### config.mk
export PLATFORM = sky130hd
export DESIGN_NAME = snr_cal_controller_flat
export DESIGN_NICKNAME = d
export VERILOG_FILES = /design/src/rtl/snr_cal_controller_if.sv /design/src/rtl/snr_cal_controller.sv /design/src/flat_wrapper.sv
export SDC_FILE = /design/constraint.sdc
export NUM_CORES = 1
export LEC_CHECK = 0
export ABC_AREA = 1
export BUFFER_PORTS_ARGS = -buffer_cell sky130_fd_sc_hd__buf_4
export CORE_UTILIZATION = 30
export DETAILED_ROUTE_END_ITERATION = 10
export HOLD_SLACK_MARGIN = 0.03
export SLEW_MARGIN = 30
export SYNTH_ARGS = -nofsm -noshare
export SYNTH_HDL_FRONTEND = slang
export SYNTH_SLANG_ARGS = --single-unit
### constraint.sdc
create_clock -name clk_i -period 2.3 [get_ports clk_i]
set_clock_uncertainty 0.15 [all_clocks]
set_input_delay 0.575 -clock clk_i [delete_from_list [all_inputs] [get_ports clk_i]]
set_output_delay 0.575 -clock clk_i [all_outputs]
set_load 0.02 [all_outputs]
### src/rtl/snr_cal_controller_if.sv
// snr_cal_controller_if
//   Groups the control, sample and status signals exchanged between the
//   SNR calibration controller and its host/datapath.
//   master : host/datapath side (drives start, recal, sample/SNR strobes)
//   slave  : controller side (drives quiet_period, calibrated,
//            signal_present, state)
//   start          host -> ctl  request first calibration from IDLE
//   recal          host -> ctl  request recalibration from any non-IDLE state
//   sample_valid   dp   -> ctl  one accepted audio sample this cycle
//   snr_db         dp   -> ctl  signed Q8.8 SNR estimate
//   snr_valid      dp   -> ctl  snr_db valid this cycle
//   quiet_period   ctl  -> dp   noise-calibration enable
//   calibrated     ctl  -> host noise estimate complete and settled
//   signal_present ctl  -> host hysteresis-qualified detection flag
//   state          ctl  -> host IDLE=0, CAL=1, SETTLE=2, RUN=3
interface snr_cal_controller_if #(
    parameter int unsigned SNR_WIDTH = 16
);
    logic                        start;
    logic                        recal;
    logic                        sample_valid;
    logic signed [SNR_WIDTH-1:0] snr_db;
    logic                        snr_valid;
    logic                        quiet_period;
    logic                        calibrated;
    logic                        signal_present;
    logic [1:0]                  state;

    modport master (
        output start, recal, sample_valid, snr_db, snr_valid,
        input  quiet_period, calibrated, signal_present, state
    );

    modport slave (
        input  start, recal, sample_valid, snr_db, snr_valid,
        output quiet_period, calibrated, signal_present, state
    );
endinterface

### src/rtl/snr_cal_controller.sv
// snr_cal_controller
//   Sequences noise calibration (CAL), a settling interval (SETTLE) and
//   normal operation (RUN) for an SNR datapath, and qualifies the SNR
//   estimate in RUN into a hysteresis-filtered signal_present flag.
//   clk_i   : sole clock, rising edge
//   reset_i : asynchronous active-high reset
//   bus     : snr_cal_controller_if.slave (see interface header)
module snr_cal_controller #(
    parameter int unsigned                 SNR_WIDTH      = 16,
    parameter int unsigned                 CAL_SAMPLES    = 4096,
    parameter int unsigned                 SETTLE_SAMPLES = 64,
    parameter int unsigned                 HOLD_SAMPLES   = 16,
    parameter logic signed [SNR_WIDTH-1:0] SNR_ON         = 16'sd2560,
    parameter logic signed [SNR_WIDTH-1:0] SNR_OFF        = 16'sd1536
) (
    input  logic                 clk_i,
    input  logic                 reset_i,
    snr_cal_controller_if.slave  bus
);

    localparam int unsigned MAX_AB = (CAL_SAMPLES > SETTLE_SAMPLES) ? CAL_SAMPLES : SETTLE_SAMPLES;
    localparam int unsigned MAX_P  = (MAX_AB > HOLD_SAMPLES) ? MAX_AB : HOLD_SAMPLES;
    localparam int unsigned CW     = $clog2(MAX_P) + 1;

    // Counter value on the edge that completes each phase.
    localparam logic [CW-1:0] CAL_LAST    = CW'((CAL_SAMPLES    > 0) ? CAL_SAMPLES    - 1 : 0);
    localparam logic [CW-1:0] SETTLE_LAST = CW'((SETTLE_SAMPLES > 0) ? SETTLE_SAMPLES - 1 : 0);
    localparam logic [CW-1:0] HOLD_LAST   = CW'((HOLD_SAMPLES   > 0) ? HOLD_SAMPLES   - 1 : 0);

    typedef enum logic [1:0] {
        S_IDLE   = 2'd0,
        S_CAL    = 2'd1,
        S_SETTLE = 2'd2,
        S_RUN    = 2'd3
    } state_t;

    state_t                      state_q, state_d;
    logic [CW-1:0]               cnt_q, cnt_d;
    logic [CW-1:0]               hold_q, hold_d;
    logic                        sp_q, sp_d;
    logic                        cal_q, cal_d;
    logic signed [SNR_WIDTH-1:0] snr_s;
    logic                        qualify;

    assign snr_s = bus.snr_db;

    function automatic logic [CW-1:0] sat_inc(input logic [CW-1:0] v);
        return (v == '1) ? v : v + 1'b1;
    endfunction

    always_ff @(posedge clk_i or posedge reset_i) begin
        if (reset_i) begin
            state_q <= S_IDLE;
            cnt_q   <= '0;
            hold_q  <= '0;
            sp_q    <= 1'b0;
            cal_q   <= 1'b0;
        end else begin
            state_q <= state_d;
            cnt_q   <= cnt_d;
            hold_q  <= hold_d;
            sp_q    <= sp_d;
            cal_q   <= cal_d;
        end
    end

    always_comb begin
        state_d = state_q;
        cnt_d   = cnt_q;
        hold_d  = hold_q;
        sp_d    = sp_q;
        // While asserted, look for a sample below OFF; while clear, for one at/above ON.
        qualify = sp_q ? (snr_s < SNR_OFF) : (snr_s >= SNR_ON);

        if (state_q != S_IDLE && bus.recal) begin
            state_d = S_CAL;
            cnt_d   = '0;
            hold_d  = '0;
            sp_d    = 1'b0;
        end else begin
            unique case (state_q)
                S_IDLE: begin
                    if (bus.start || bus.recal) begin
                        state_d = S_CAL;
                        cnt_d   = '0;
                    end
                end
                S_CAL: begin
                    if (bus.sample_valid) begin
                        if (cnt_q >= CAL_LAST) begin
                            // A zero-length settle skips straight to RUN.
                            state_d = (SETTLE_SAMPLES == 0) ? S_RUN : S_SETTLE;
                            cnt_d   = '0;
                            hold_d  = '0;
                        end else begin
                            cnt_d = sat_inc(cnt_q);
                        end
                    end
                end
                S_SETTLE: begin
                    if (bus.sample_valid) begin
                        if (cnt_q >= SETTLE_LAST) begin
                            state_d = S_RUN;
                            cnt_d   = '0;
                            hold_d  = '0;
                        end else begin
                            cnt_d = sat_inc(cnt_q);
                        end
                    end
                end
                S_RUN: begin
                    if (bus.snr_valid) begin
                        if (!qualify) begin
                            hold_d = '0;
                        end else if (hold_q >= HOLD_LAST) begin
                            sp_d   = ~sp_q;
                            hold_d = '0;
                        end else begin
                            hold_d = sat_inc(hold_q);
                        end
                    end
                end
                default: state_d = S_IDLE;
            endcase
        end

        cal_d = (state_d == S_RUN);
    end

    assign bus.quiet_period   = (state_q == S_CAL);
    assign bus.calibrated     = cal_q;
    assign bus.signal_present = sp_q;
    assign bus.state          = state_q;

endmodule

### src/flat_wrapper.sv
// flat-port wrapper written by rule: the top's interface ports become plain ports
module snr_cal_controller_flat 
#(
    parameter int unsigned                 SNR_WIDTH      = 16,
    parameter int unsigned                 CAL_SAMPLES    = 4096,
    parameter int unsigned                 SETTLE_SAMPLES = 64,
    parameter int unsigned                 HOLD_SAMPLES   = 16,
    parameter logic signed [SNR_WIDTH-1:0] SNR_ON         = 16'sd2560,
    parameter logic signed [SNR_WIDTH-1:0] SNR_OFF        = 16'sd1536
)
  (clk_i, reset_i, bus_start, bus_recal, bus_sample_valid, bus_snr_db, bus_snr_valid, bus_quiet_period, bus_calibrated, bus_signal_present, bus_state);
  snr_cal_controller_if #(.SNR_WIDTH(SNR_WIDTH)) bus_i ();
  input  logic clk_i;
  input  logic reset_i;
  input wire logic [$bits(bus_i.start)-1:0] bus_start;
  input wire logic [$bits(bus_i.recal)-1:0] bus_recal;
  input wire logic [$bits(bus_i.sample_valid)-1:0] bus_sample_valid;
  input wire logic [$bits(bus_i.snr_db)-1:0] bus_snr_db;
  input wire logic [$bits(bus_i.snr_valid)-1:0] bus_snr_valid;
  output wire logic [$bits(bus_i.quiet_period)-1:0] bus_quiet_period;
  output wire logic [$bits(bus_i.calibrated)-1:0] bus_calibrated;
  output wire logic [$bits(bus_i.signal_present)-1:0] bus_signal_present;
  output wire logic [$bits(bus_i.state)-1:0] bus_state;
  assign bus_i.start = bus_start;
  assign bus_i.recal = bus_recal;
  assign bus_i.sample_valid = bus_sample_valid;
  assign bus_i.snr_db = bus_snr_db;
  assign bus_i.snr_valid = bus_snr_valid;
  assign bus_quiet_period = bus_i.quiet_period;
  assign bus_calibrated = bus_i.calibrated;
  assign bus_signal_present = bus_i.signal_present;
  assign bus_state = bus_i.state;
  snr_cal_controller #(.SNR_WIDTH(SNR_WIDTH), .CAL_SAMPLES(CAL_SAMPLES), .SETTLE_SAMPLES(SETTLE_SAMPLES), .HOLD_SAMPLES(HOLD_SAMPLES), .SNR_ON(SNR_ON), .SNR_OFF(SNR_OFF)) u_core (.clk_i(clk_i), .reset_i(reset_i), .bus(bus_i));
endmodule
==> impl_metrics.py, run 1 <==
metrics = {
    "run_status": {
        "status": "finished, final reports clean",
    },
    "yosys": {
        "ys_types": 24,
        "synthesis.area_mm2": 0.00194,
        "syn_nets": 289,
        "yosys-top-cells-area": "dfrtp_1 39%, nand2_1 12%, inv_1 7.4%",
        "synth_enable_flop_cells": 0,
        "ys_seq_area_frac": 0.387,
        "ys_warn_count": 0,
        "async_flop_share": 1.00,
        "synth_area_per_cell_um2": 7.45,
        "yosysMostFrequentCell": "nand2_1",
        "synth_common_cells": "60 x nand2_1, 38 x inv_1, 30 x dfrtp_1, 30 x nor2_1, 24 x nand3_1",
        "yosys_most_used_dff": "dfrtp_1",
        "synth_top_area_frac": 0.387,
        "yosys.area.top_type": "dfrtp_1",
        "ys_seq_elements": 30,
        "syn_inst": 260,
    },
    "sta": {
        "grt_setup_unrepaired": "false",
        "finalSetupViolations": 0,
        "period_needed_ns": 2.12,
        "final_hold_viol_count": 0,
        "finalCritPeriodShare": 0.921,
        "fmaxAchievable_ghz": 0.472,
        "relSlewSlack": 0.743,
        "tightest_slew_ns": 0.386,
        "drv_slew": 0,
        "tns_ns": 0,
    },
    "floorplan": {
        "rows": 28,
        "pin_count": 27,
        "die-area_mm2": 0.00679,
        "die_h_um": 82.4,
        "initial_utilization": 0.320,
        "core-area_mm2": 0.00606,
        "die_w_um": 82.4,
    },
    "clock_tree": {
        "cts-buffers-inserted": 5,
        "cts.reportedPaths.clkPinSlew_ns": 0.07,
        "cts-htree-levels": 2,
        "cts_setup_buffers": 0,
        "cts.path.max_buffers": 2,
        "root_buffer": "clkbuf_8",
        "cts_hold_buffers": 0,
        "clk_latency_ns": 0.29,
        "cts.sinks": 30,
        "cts_resized": 0,
        "cts_tree": "built",
    },
    "power": {
        "clockPowerShare": 0.424,
        "pwr-share-seq": 0.373,
        "pwr-share-comb": 0.204,
        "p_sw_uw": 443,
        "leakagePower_nw": 1.16,
        "p_int_mw": 1.14,
        "swShare": 0.279,
        "power_density_mw_per_mm2": 679,
        "peakVddDrop_uv": 307,
    },
    "route": {
        "drt_pass1_iterations": 4,
        "vias": 1687,
        "wl_per_cell_um": 10.9,
        "drcViolationCount": 0,
        "wl_um": 3970,
        "antenna_left": 0,
        "via_per_inst": 4.65,
        "drtIter0Drc": 82,
    },
    "layout": {
        "fillers": 642,
        "area_growth_pct": 20.6,
        "seqCellArea_um2": 751,
        "drive_gt1_frac": 0.188,
        "fin_nets": 316,
        "multi_input_area_mm2": 0.00102,
        "stdcell_count": 363,
        "antennaDiodeCount": 0,
    },
    "place": {
        "place_inst": 355,
        "dp_hpwl_um": 2970,
        "io_buffers": 17,
        "routabilityCongestion": 0.946,
    },
    "worst_setup_path": {
        "startpoint": "u_core.bus.state[1]$_DFF_PP0_",
        "slowest_delay_ns": 0.46,
        "worstPathMaxFanout": 16,
        "crit_arrival_ns": 2.14,
        "crit_top_cell": "inv_1",
        "cpMaxStageDelayCell": "dfrtp_1",
        "r2r-start": "u_core.bus.state[1]$_DFF_PP0_",
        "critPathKind": "reg -> reg",
        "cp.required_ns": 2.32,
        "cp_cell_sequence": "inv_1, ha_1, inv_1, nand2_4, nand2_1, nand3_2, inv_1, buf_12, nand2_1, o21ai_0, a21oi_1",
        "start_kind": "flop",
        "worstSetupEndpointType": "flop",
        "critPathTopFamily": "buffers and inverters",
        "timing.critical_path.buf_inv": 4,
    },
    "global_routing": {
        "grt_max_degree": 31,
        "grt_usage": 0.133,
        "grt_pass1_vias": 1619,
        "antenna_found_initial": 0,
        "grt_pass1_wl_um": 6870,
        "overflow": 0,
    },
    "flow_run": {
        "drv_cap": 0,
    },
    "min_path": {
        "hp-class": "in -> async",
    },
}
==> layout by cell type (no fill, tap or decap), types with 2 or more instances in the layout <==
| master | count |
|---|---|
| nand3_2 | 5 |
| buf_4 | 20 |
| bufinv_16 | 2 |
| ha_1 | 7 |
| dfrtp_1 | 30 |
| nand2_4 | 3 |
| clkbuf_8 | 6 |
| nand3_1 | 24 |
| xnor2_1 | 3 |
| o21ai_0 | 9 |
| nand2_1 | 60 |
| nand4_1 | 4 |
| a21oi_1 | 16 |
| nor2_1 | 30 |
| inv_1 | 38 |
| nor2_4 | 2 |
| nor3_1 | 4 |
| nor2_2 | 11 |
| xor2_1 | 6 |
==> cells by family after synthesis <==
family | Yosys count | synth area share
AOI/OAI and AO/OA | 29 | 0.0897
xor gates and xnor gates | 9 | 0.0407
adders and majority gates | 7 | 0.0452
buffers and inverters | 41 | 0.0839
DFF | 30 | 0.387
and+or+nand+nor | 144 | 0.353
==> worst paths after layout <==
path                                                      end  slack (ns)  depth (start not counted)
worst max-delay path              u_core.cnt_q[1]$_DFFE_PP0P_        0.18                         11
worst min-delay path            u_core.hold_q[12]$_DFFE_PP0P_        0.22                          3
worst max register to register    u_core.cnt_q[1]$_DFFE_PP0P_        0.18                         11
worst min register to register   u_core.hold_q[5]$_DFFE_PP0P_        0.35                          2
max in group asynchronous       u_core.bus.state[0]$_DFF_PP0_        1.49                          3
min in group clk_i               u_core.hold_q[5]$_DFFE_PP0P_        0.35                          2
==> registers in the layout (all words and copies together) (netlist names) <==
register and flops:
u_core.cnt_q 13, u_core.hold_q 13, u_core.bus.state 2, u_core.bus.calibrated 1
u_core.bus.signal_present 1
==> routing by layer <==
metal / vias up / track usage / part of all wire
li1: 872 / - / -
met1: 782 / 0.168 / 0.47
met4: 0 / 0.0526 / 0.017
met3: 8 / 0.0297 / 0.039
met2: 25 / 0.221 / 0.47
met5: - / 0 / 0
==> power by group through the flow <==
stage	clock (mW)	combinational (mW)	sequential [mW]
floorplan	0	0.211	0.605
global placement	0	0.319	0.599
detailed placement	0	0.326	0.600
CTS	0.694	0.327	0.591
global route	0.714	0.366	0.597
finish	0.672	0.323	0.591
==> cell type report <==
class | count | share of cell area
Clock inverter | 2 | 0.0257
Timing Repair Buffer | 21 | 0.0728
Inverter | 40 | 0.0664
Sequential cell | 30 | 0.321
Clock buffer | 6 | 0.0353
Tap cell | 75 | 0.0401
Multi-Input combinational cell | 189 | 0.438
==> metrics by stage <==
step / power [mW] / cell area [um2] / utilization / setup WS [ns] / hold WS (ns)
after detailed placement: 0.927 / 2190 / 0.362 / 0.216 / 0.337
after floorplan: 0.816 / 1940 / - / 0.201 / 0.309
after global routing: 1.68 / 2340 / 0.386 / 0.00546 / 0.260
final: 1.59 / 2340 / 0.386 / 0.181 / 0.216
after global placement: 0.918 / 2190 / 0.362 / 0.219 / 0.329
after CTS: 1.61 / 2340 / 0.386 / 0.177 / 0.234
==> worst register-to-register path, delay by kind of cell (launching register included) <==
kind	cells	cell delay [ns]
buffers and inverters	4	0.51
DFF	1	0.46
and+or+nand+nor	4	0.39
AOI/OAI and AO/OA	2	0.27
adders and majority gates	1	0.23
Power figures use the tool's default switching activity.
==> inputs of run 2 (changes only) <==
--- a/config.mk
+++ b/config.mk
@@ -10,6 +10,7 @@
 export CORE_UTILIZATION = 30
 export DETAILED_ROUTE_END_ITERATION = 10
 export HOLD_SLACK_MARGIN = 0.03
+export MAX_ROUTING_LAYER = met4
 export SLEW_MARGIN = 30
 export SYNTH_ARGS = -nofsm -noshare
 export SYNTH_HDL_FRONTEND = slang
==> run 2 against run 1 <==
Against the previous run:
- setup slack improved by 0.078 ns
- register-to-register slack improved by 0.08 ns
- final area shrank 1.9%
- critical endpoint unchanged
==> impl_metrics.py, run 2 (same netlist as run 1, synthesis figures left out) <==
metrics = {
    "global_routing": {
        "overflow": 0,
        "grt_usage": 0.140,
        "grt_pass1_wl_um": 7070,
        "grt_max_degree": 31,
        "antenna_found_initial": 0,
        "grt_pass1_vias": 1626,
    },
    "floorplan": {
        "core-area_mm2": 0.00606,
        "die_h_um": 82.4,
        "pin_count": 27,
        "initial_utilization": 0.320,
        "rows": 28,
        "die_w_um": 82.4,
        "die-area_mm2": 0.00679,
    },
    "layout": {
        "final_common_cell": "nand2_1",
        "stdcell_count": 365,
        "antennaDiodeCount": 0,
        "area_growth_pct": 18.3,
        "final_cell_mix": "60 x nand2_1, 38 x inv_1, 30 x nor2_1, 30 x dfrtp_1, 24 x nand3_1",
        "drive_gt1_frac": 0.193,
        "fin_nets": 318,
    },
    "sta": {
        "tns_ns": 0,
        "tightest_slew_ns": 0.379,
        "fmaxAchievable_ghz": 0.490,
        "period_needed_ns": 2.04,
        "grt_setup_unrepaired": "false",
        "finalCritPeriodShare": 0.887,
        "drv_slew": 0,
        "final_hold_viol_count": 0,
        "relSlewSlack": 0.747,
        "finalSetupViolations": 0,
    },
    "clock_tree": {
        "cts.reportedPaths.clkPinSlew_ns": 0.07,
        "cts_setup_buffers": 0,
        "cts.sinks": 30,
        "cts_tree": "built",
        "cts.path.max_buffers": 2,
        "cts_hold_buffers": 0,
        "clk_latency_ns": 0.28,
        "cts-htree-levels": 2,
        "root_buffer": "clkbuf_8",
        "cts-buffers-inserted": 5,
        "cts_resized": 0,
    },
    "place": {
        "routabilityCongestion": 0.948,
        "io_buffers": 17,
        "dp_hpwl_um": 2980,
        "place_inst": 357,
    },
    "route": {
        "wl_um": 3910,
        "drcViolationCount": 0,
        "drt_pass1_iterations": 4,
        "drtIter0Drc": 126,
        "met2_wirelength_um": 1790,
        "antenna_left": 0,
        "drt-met1-wl_um": 1910,
        "wl_met3_um": 169,
        "via_per_inst": 4.70,
        "vias": 1715,
        "wl_per_cell_um": 10.7,
        "top_layer_used": "met4",
    },
    "power": {
        "p_sw_uw": 436,
        "peakVddDrop_uv": 325,
        "clockPowerShare": 0.331,
        "leakagePower_nw": 1.14,
        "power_density_mw_per_mm2": 590,
        "pwr-share-seq": 0.437,
        "pwr-share-comb": 0.232,
        "swShare": 0.323,
        "p_int_uw": 916,
    },
    "run_status": {
        "status": "finished, final reports clean",
    },
    "flow_run": {
        "drv_cap": 0,
    },
    "min_path": {
        "hp-class": "in -> async",
    },
    "worst_setup_path": {
        "worstPathMaxFanout": 10,
        "cp.required_ns": 2.31,
        "start_kind": "flop",
        "worstSetupEndpointType": "flop",
        "critPathKind": "reg -> reg",
        "crit_arrival_ns": 2.05,
    },
}
run 2: cell count changes in the layout (fill, tap and decap cells not counted), sizes merged:
cell,delta
bufinv,-2
clkinvlp,+1
buf,+2
clkinv,+1
run 2: path summary, 6_finish.rpt:
kind	startpoint	endpoint	slack, ns	cells after the start
worst max-delay path	u_core.bus.state[1]$_DFF_PP0_	u_core.cnt_q[1]$_DFFE_PP0P_	0.26	10
worst min-delay path	reset_i	u_core.hold_q[9]$_DFFE_PP0P_	0.22	3
worst max register to register	u_core.bus.state[1]$_DFF_PP0_	u_core.cnt_q[1]$_DFFE_PP0P_	0.26	10
worst min register to register	u_core.hold_q[5]$_DFFE_PP0P_	u_core.hold_q[5]$_DFFE_PP0P_	0.34	2
max in group asynchronous	reset_i	u_core.bus.state[0]$_DFF_PP0_	1.49	3
min in group clk_i	u_core.hold_q[5]$_DFFE_PP0P_	u_core.hold_q[5]$_DFFE_PP0P_	0.34	2
run 2: metrics by stage:
step / cell area (um2) / setup WS [ns] / hold slack [ns] / utilization / power, mW
finish: 2290 / 0.259 / 0.221 / 0.378 / 1.35
global route: 2290 / 0.0232 / 0.260 / 0.378 / 1.44
CTS: 2290 / 0.230 / 0.235 / 0.378 / 1.37
detailed placement: 2200 / 0.241 / 0.334 / 0.363 / 0.917
global placement: 2200 / 0.243 / 0.328 / 0.363 / 0.912
floorplan: 1940 / 0.201 / 0.309 / - / 0.816
run 2: final cells by class:
type | count | area, um2
clock buffer | 6 | 82.6
clock inverter | 2 | 12.5
fill | 624 | 3770
inverter | 40 | 155
multi-input combinational | 189 | 1020
sequential | 30 | 751
tap | 75 | 93.8
timing repair buffer | 23 | 173
run 2: critical path, cell delays in order (launching register included):
cell	delay [ns]
dfrtp_1	0.39
inv_1	0.11
ha_1	0.22
inv_1	0.14
nand2_4	0.10
nand2_1	0.11
nand3_2	0.07
inv_1	0.25
nand2_1	0.15
o21ai_0	0.17
a21oi_1	0.05
run 2: power groups by stage:
stage	Combinational, mW	Sequential (mW)	Clock, mW
6_report	0.314	0.591	0.448
5_1_grt	0.361	0.595	0.484
4_1_cts	0.318	0.591	0.463
3_5_place_dp	0.317	0.599	0
3_3_place_gp	0.313	0.600	0
2_1_floorplan	0.211	0.605	0
run 2: per-layer routing:
metal  GRT usage  vias up
met5           -        -
met4      0.0509        0
met3      0.0264        5
met2       0.215       36
met1       0.182      791
li1            -      883
==> inputs of run 3 (changes only) <==
--- a/config.mk
+++ b/config.mk
@@ -7,11 +7,12 @@
 export LEC_CHECK = 0
 export ABC_AREA = 1
 export BUFFER_PORTS_ARGS = -buffer_cell sky130_fd_sc_hd__buf_4
-export CORE_UTILIZATION = 30
+export CORE_UTILIZATION = 57
 export DETAILED_ROUTE_END_ITERATION = 10
 export HOLD_SLACK_MARGIN = 0.03
 export MAX_ROUTING_LAYER = met4
-export SLEW_MARGIN = 30
+export PLACE_DENSITY = 0.79
+export SLEW_MARGIN = 20
 export SYNTH_ARGS = -nofsm -noshare
 export SYNTH_HDL_FRONTEND = slang
 export SYNTH_SLANG_ARGS = --single-unit
==> run 3 against run 2 <==
Against the previous run:
- register-to-register slack worse by 0.05 ns
- core utilization is 34 points higher
- critical path depth is 1 lower
- via count is 0.29% lower
- first-iteration DRC count is 6.3% lower
- clock power is 24% lower
- sequential power hardly changed
- sequential share of layout area is 0.53 points higher
- routed wire length is 2.4% higher
- sequential cell count stayed put
- non-clock buffer count is 3 higher
- critical path type unchanged
- critical endpoint is now u_core.cnt_q[6]$_DFFE_PP0P_
==> impl_metrics.py, run 3 (same netlist as run 1, synthesis figures left out) <==
metrics = {
    "layout": {
        "antennaDiodeCount": 0,
        "fin_area_mm2": 0.00226,
        "fillers": 250,
        "final_cell_mix": "60 x nand2_1, 37 x inv_1, 30 x nor2_1, 30 x dfrtp_1, 26 x buf_4",
        "final_util": 0.721,
        "final_common_cell": "nand2_1",
        "drive_gt1_frac": 0.211,
        "area_growth_pct": 16.4,
        "fin_nets": 322,
    },
    "worst_setup_path": {
        "timing.critical_path.buf_inv": 4,
        "cpMaxStageDelayCell": "dfrtp_1",
        "r2r-end": "u_core.cnt_q[6]$_DFFE_PP0P_",
        "cp.required_ns": 2.42,
        "reg2regPathDepth": 9,
        "crit_arrival_ns": 2.21,
        "crit_cells": 9,
        "ff2ff_setup_slack_ns": 0.21,
        "endpoint": "u_core.cnt_q[6]$_DFFE_PP0P_",
        "startpoint": "u_core.bus.state[0]$_DFF_PP0_",
        "slowest_delay_ns": 0.40,
        "critPathKind": "reg -> reg",
        "start_kind": "flop",
        "worstSetupEndpointType": "flop",
        "worstPathMaxFanout": 6,
        "critPathTopFamily": "buffers and inverters",
        "cp_cell_sequence": "inv_1, ha_1, inv_1, a21oi_1, nand2_1, nand3_2, clkinvlp_2, buf_4, a21oi_1",
        "r2r-start": "u_core.bus.state[0]$_DFF_PP0_",
    },
    "min_path": {
        "hp-class": "in -> async",
    },
    "floorplan": {
        "initial_utilization": 0.620,
        "die_h_um": 60.3,
        "core-area_mm2": 0.00313,
        "rows": 20,
        "die_w_um": 60.3,
        "die-area_mm2": 0.00364,
        "pin_count": 27,
    },
    "place": {
        "dp_hpwl_um": 2810,
        "placed_area_mm2": 0.00216,
        "routabilityCongestion": 0.916,
        "io_buffers": 17,
    },
    "global_routing": {
        "grt_pass1_vias": 1595,
        "grt_max_degree": 31,
        "antenna_found_initial": 0,
        "grt_pass1_wl_um": 6660,
        "overflow": 0,
        "grt_usage": 0.260,
    },
    "sta": {
        "final_hold_viol_count": 0,
        "fmaxAchievable_ghz": 0.478,
        "finalSetupViolations": 0,
        "grt_setup_unrepaired": "false",
        "finalCritPeriodShare": 0.909,
        "drv_slew": 0,
        "period_needed_ns": 2.09,
        "relSlewSlack": 0.749,
        "tns_ns": 0,
        "tightest_slew_ns": 0.377,
        "whs_ns": 0.148,
    },
    "power": {
        "peakVddDrop_uv": 432,
        "leakagePower_nw": 1.13,
        "power_density_mw_per_mm2": 563,
    },
    "clock_tree": {
        "cts_hold_buffers": 0,
        "cts.sinks": 30,
        "cts.reportedPaths.clkPinSlew_ns": 0.10,
        "root_buffer": "clkbuf_4",
        "clk_latency_ns": 0.34,
        "cts-buffers-inserted": 5,
        "cts_tree": "built",
        "cts-htree-levels": 2,
        "cts.path.max_buffers": 2,
    },
    "route": {
        "wl_per_cell_um": 11.8,
        "wl_um": 4000,
        "via_per_inst": 5.06,
        "drtIter0Drc": 118,
        "drt_pass1_iterations": 4,
        "vias": 1710,
        "antenna_left": 0,
        "drcViolationCount": 0,
    },
    "run_status": {
        "status": "finished, final reports clean",
    },
    "flow_run": {
        "drv_cap": 0,
    },
}
==> run 3: worst register-to-register path, stage by stage (launching register included) <==
cell and delay, ns:
dfrtp_1 0.40, inv_1 0.17, ha_1 0.22, inv_1 0.09
a21oi_1 0.17, nand2_1 0.10, nand3_2 0.13, clkinvlp_2 0.25
buf_4 0.23, a21oi_1 0.14
==> run 3: what timing repair did <==
action | in CTS | in global routing
resized for setup | 0 | 2
setup buffers | 0 | 3
endpoints found under the setup margin | 0 | 4
==> run 3: layout make-up <==
class	instances	area (um2)	share of cell area
timing repair buffer	26	195	0.0865
clock buffer	6	51.3	0.0227
tap	44	55.1	0.0244
clock inverter	2	12.5	0.00555
timing repair inverter	1	5.00	0.00222
multi-input combinational	189	1030	0.455
sequential	30	751	0.333
inverter	40	159	0.0704
==> run 3: per-stage QoR <==
stage | power (mW) | setup WS, ns | cells
6_report | 1.27 | 0.208 | 338
5_1_grt | 1.35 | 0.0286 | 338
4_1_cts | 1.26 | 0.127 | 334
3_5_place_dp | 0.911 | 0.168 | 326
3_3_place_gp | 0.906 | 0.208 | 326
2_1_floorplan | 0.816 | 0.201 | 260
==> run 3: worst min path at each step <==
stage	from	endpoint	slack [ns]	cells past startpoint
detailed placement	u_core.hold_q[12]$_DFFE_PP0P_	u_core.hold_q[12]$_DFFE_PP0P_	0.34	2
global placement	u_core.hold_q[6]$_DFFE_PP0P_	u_core.hold_q[6]$_DFFE_PP0P_	0.33	2
global route	reset_i	u_core.hold_q[12]$_DFFE_PP0P_	0.19	3
floorplan	u_core.cnt_q[12]$_DFFE_PP0P_	u_core.cnt_q[12]$_DFFE_PP0P_	0.31	2
finish	reset_i	u_core.hold_q[8]$_DFFE_PP0P_	0.15	3
CTS	reset_i	u_core.hold_q[12]$_DFFE_PP0P_	0.16	3
==> run 3: power by group <==
part	internal (mW)	switching (mW)	total, mW
Sequential	0.560	0.0300	0.590
Clock	0.147	0.196	0.342
Combinational	0.129	0.210	0.339
==> run 3: routing by layer <==
| metal | global-route usage | wire [um] | vias to the layer above |
|---|---|---|---|
| met5 | - | 0 | - |
| met4 | 0.0864 | 63 | 0 |
| met3 | 0.0693 | 159 | 7 |
| met2 | 0.418 | 1870 | 32 |
| met1 | 0.314 | 1910 | 779 |
| li1 | - | - | 892 |
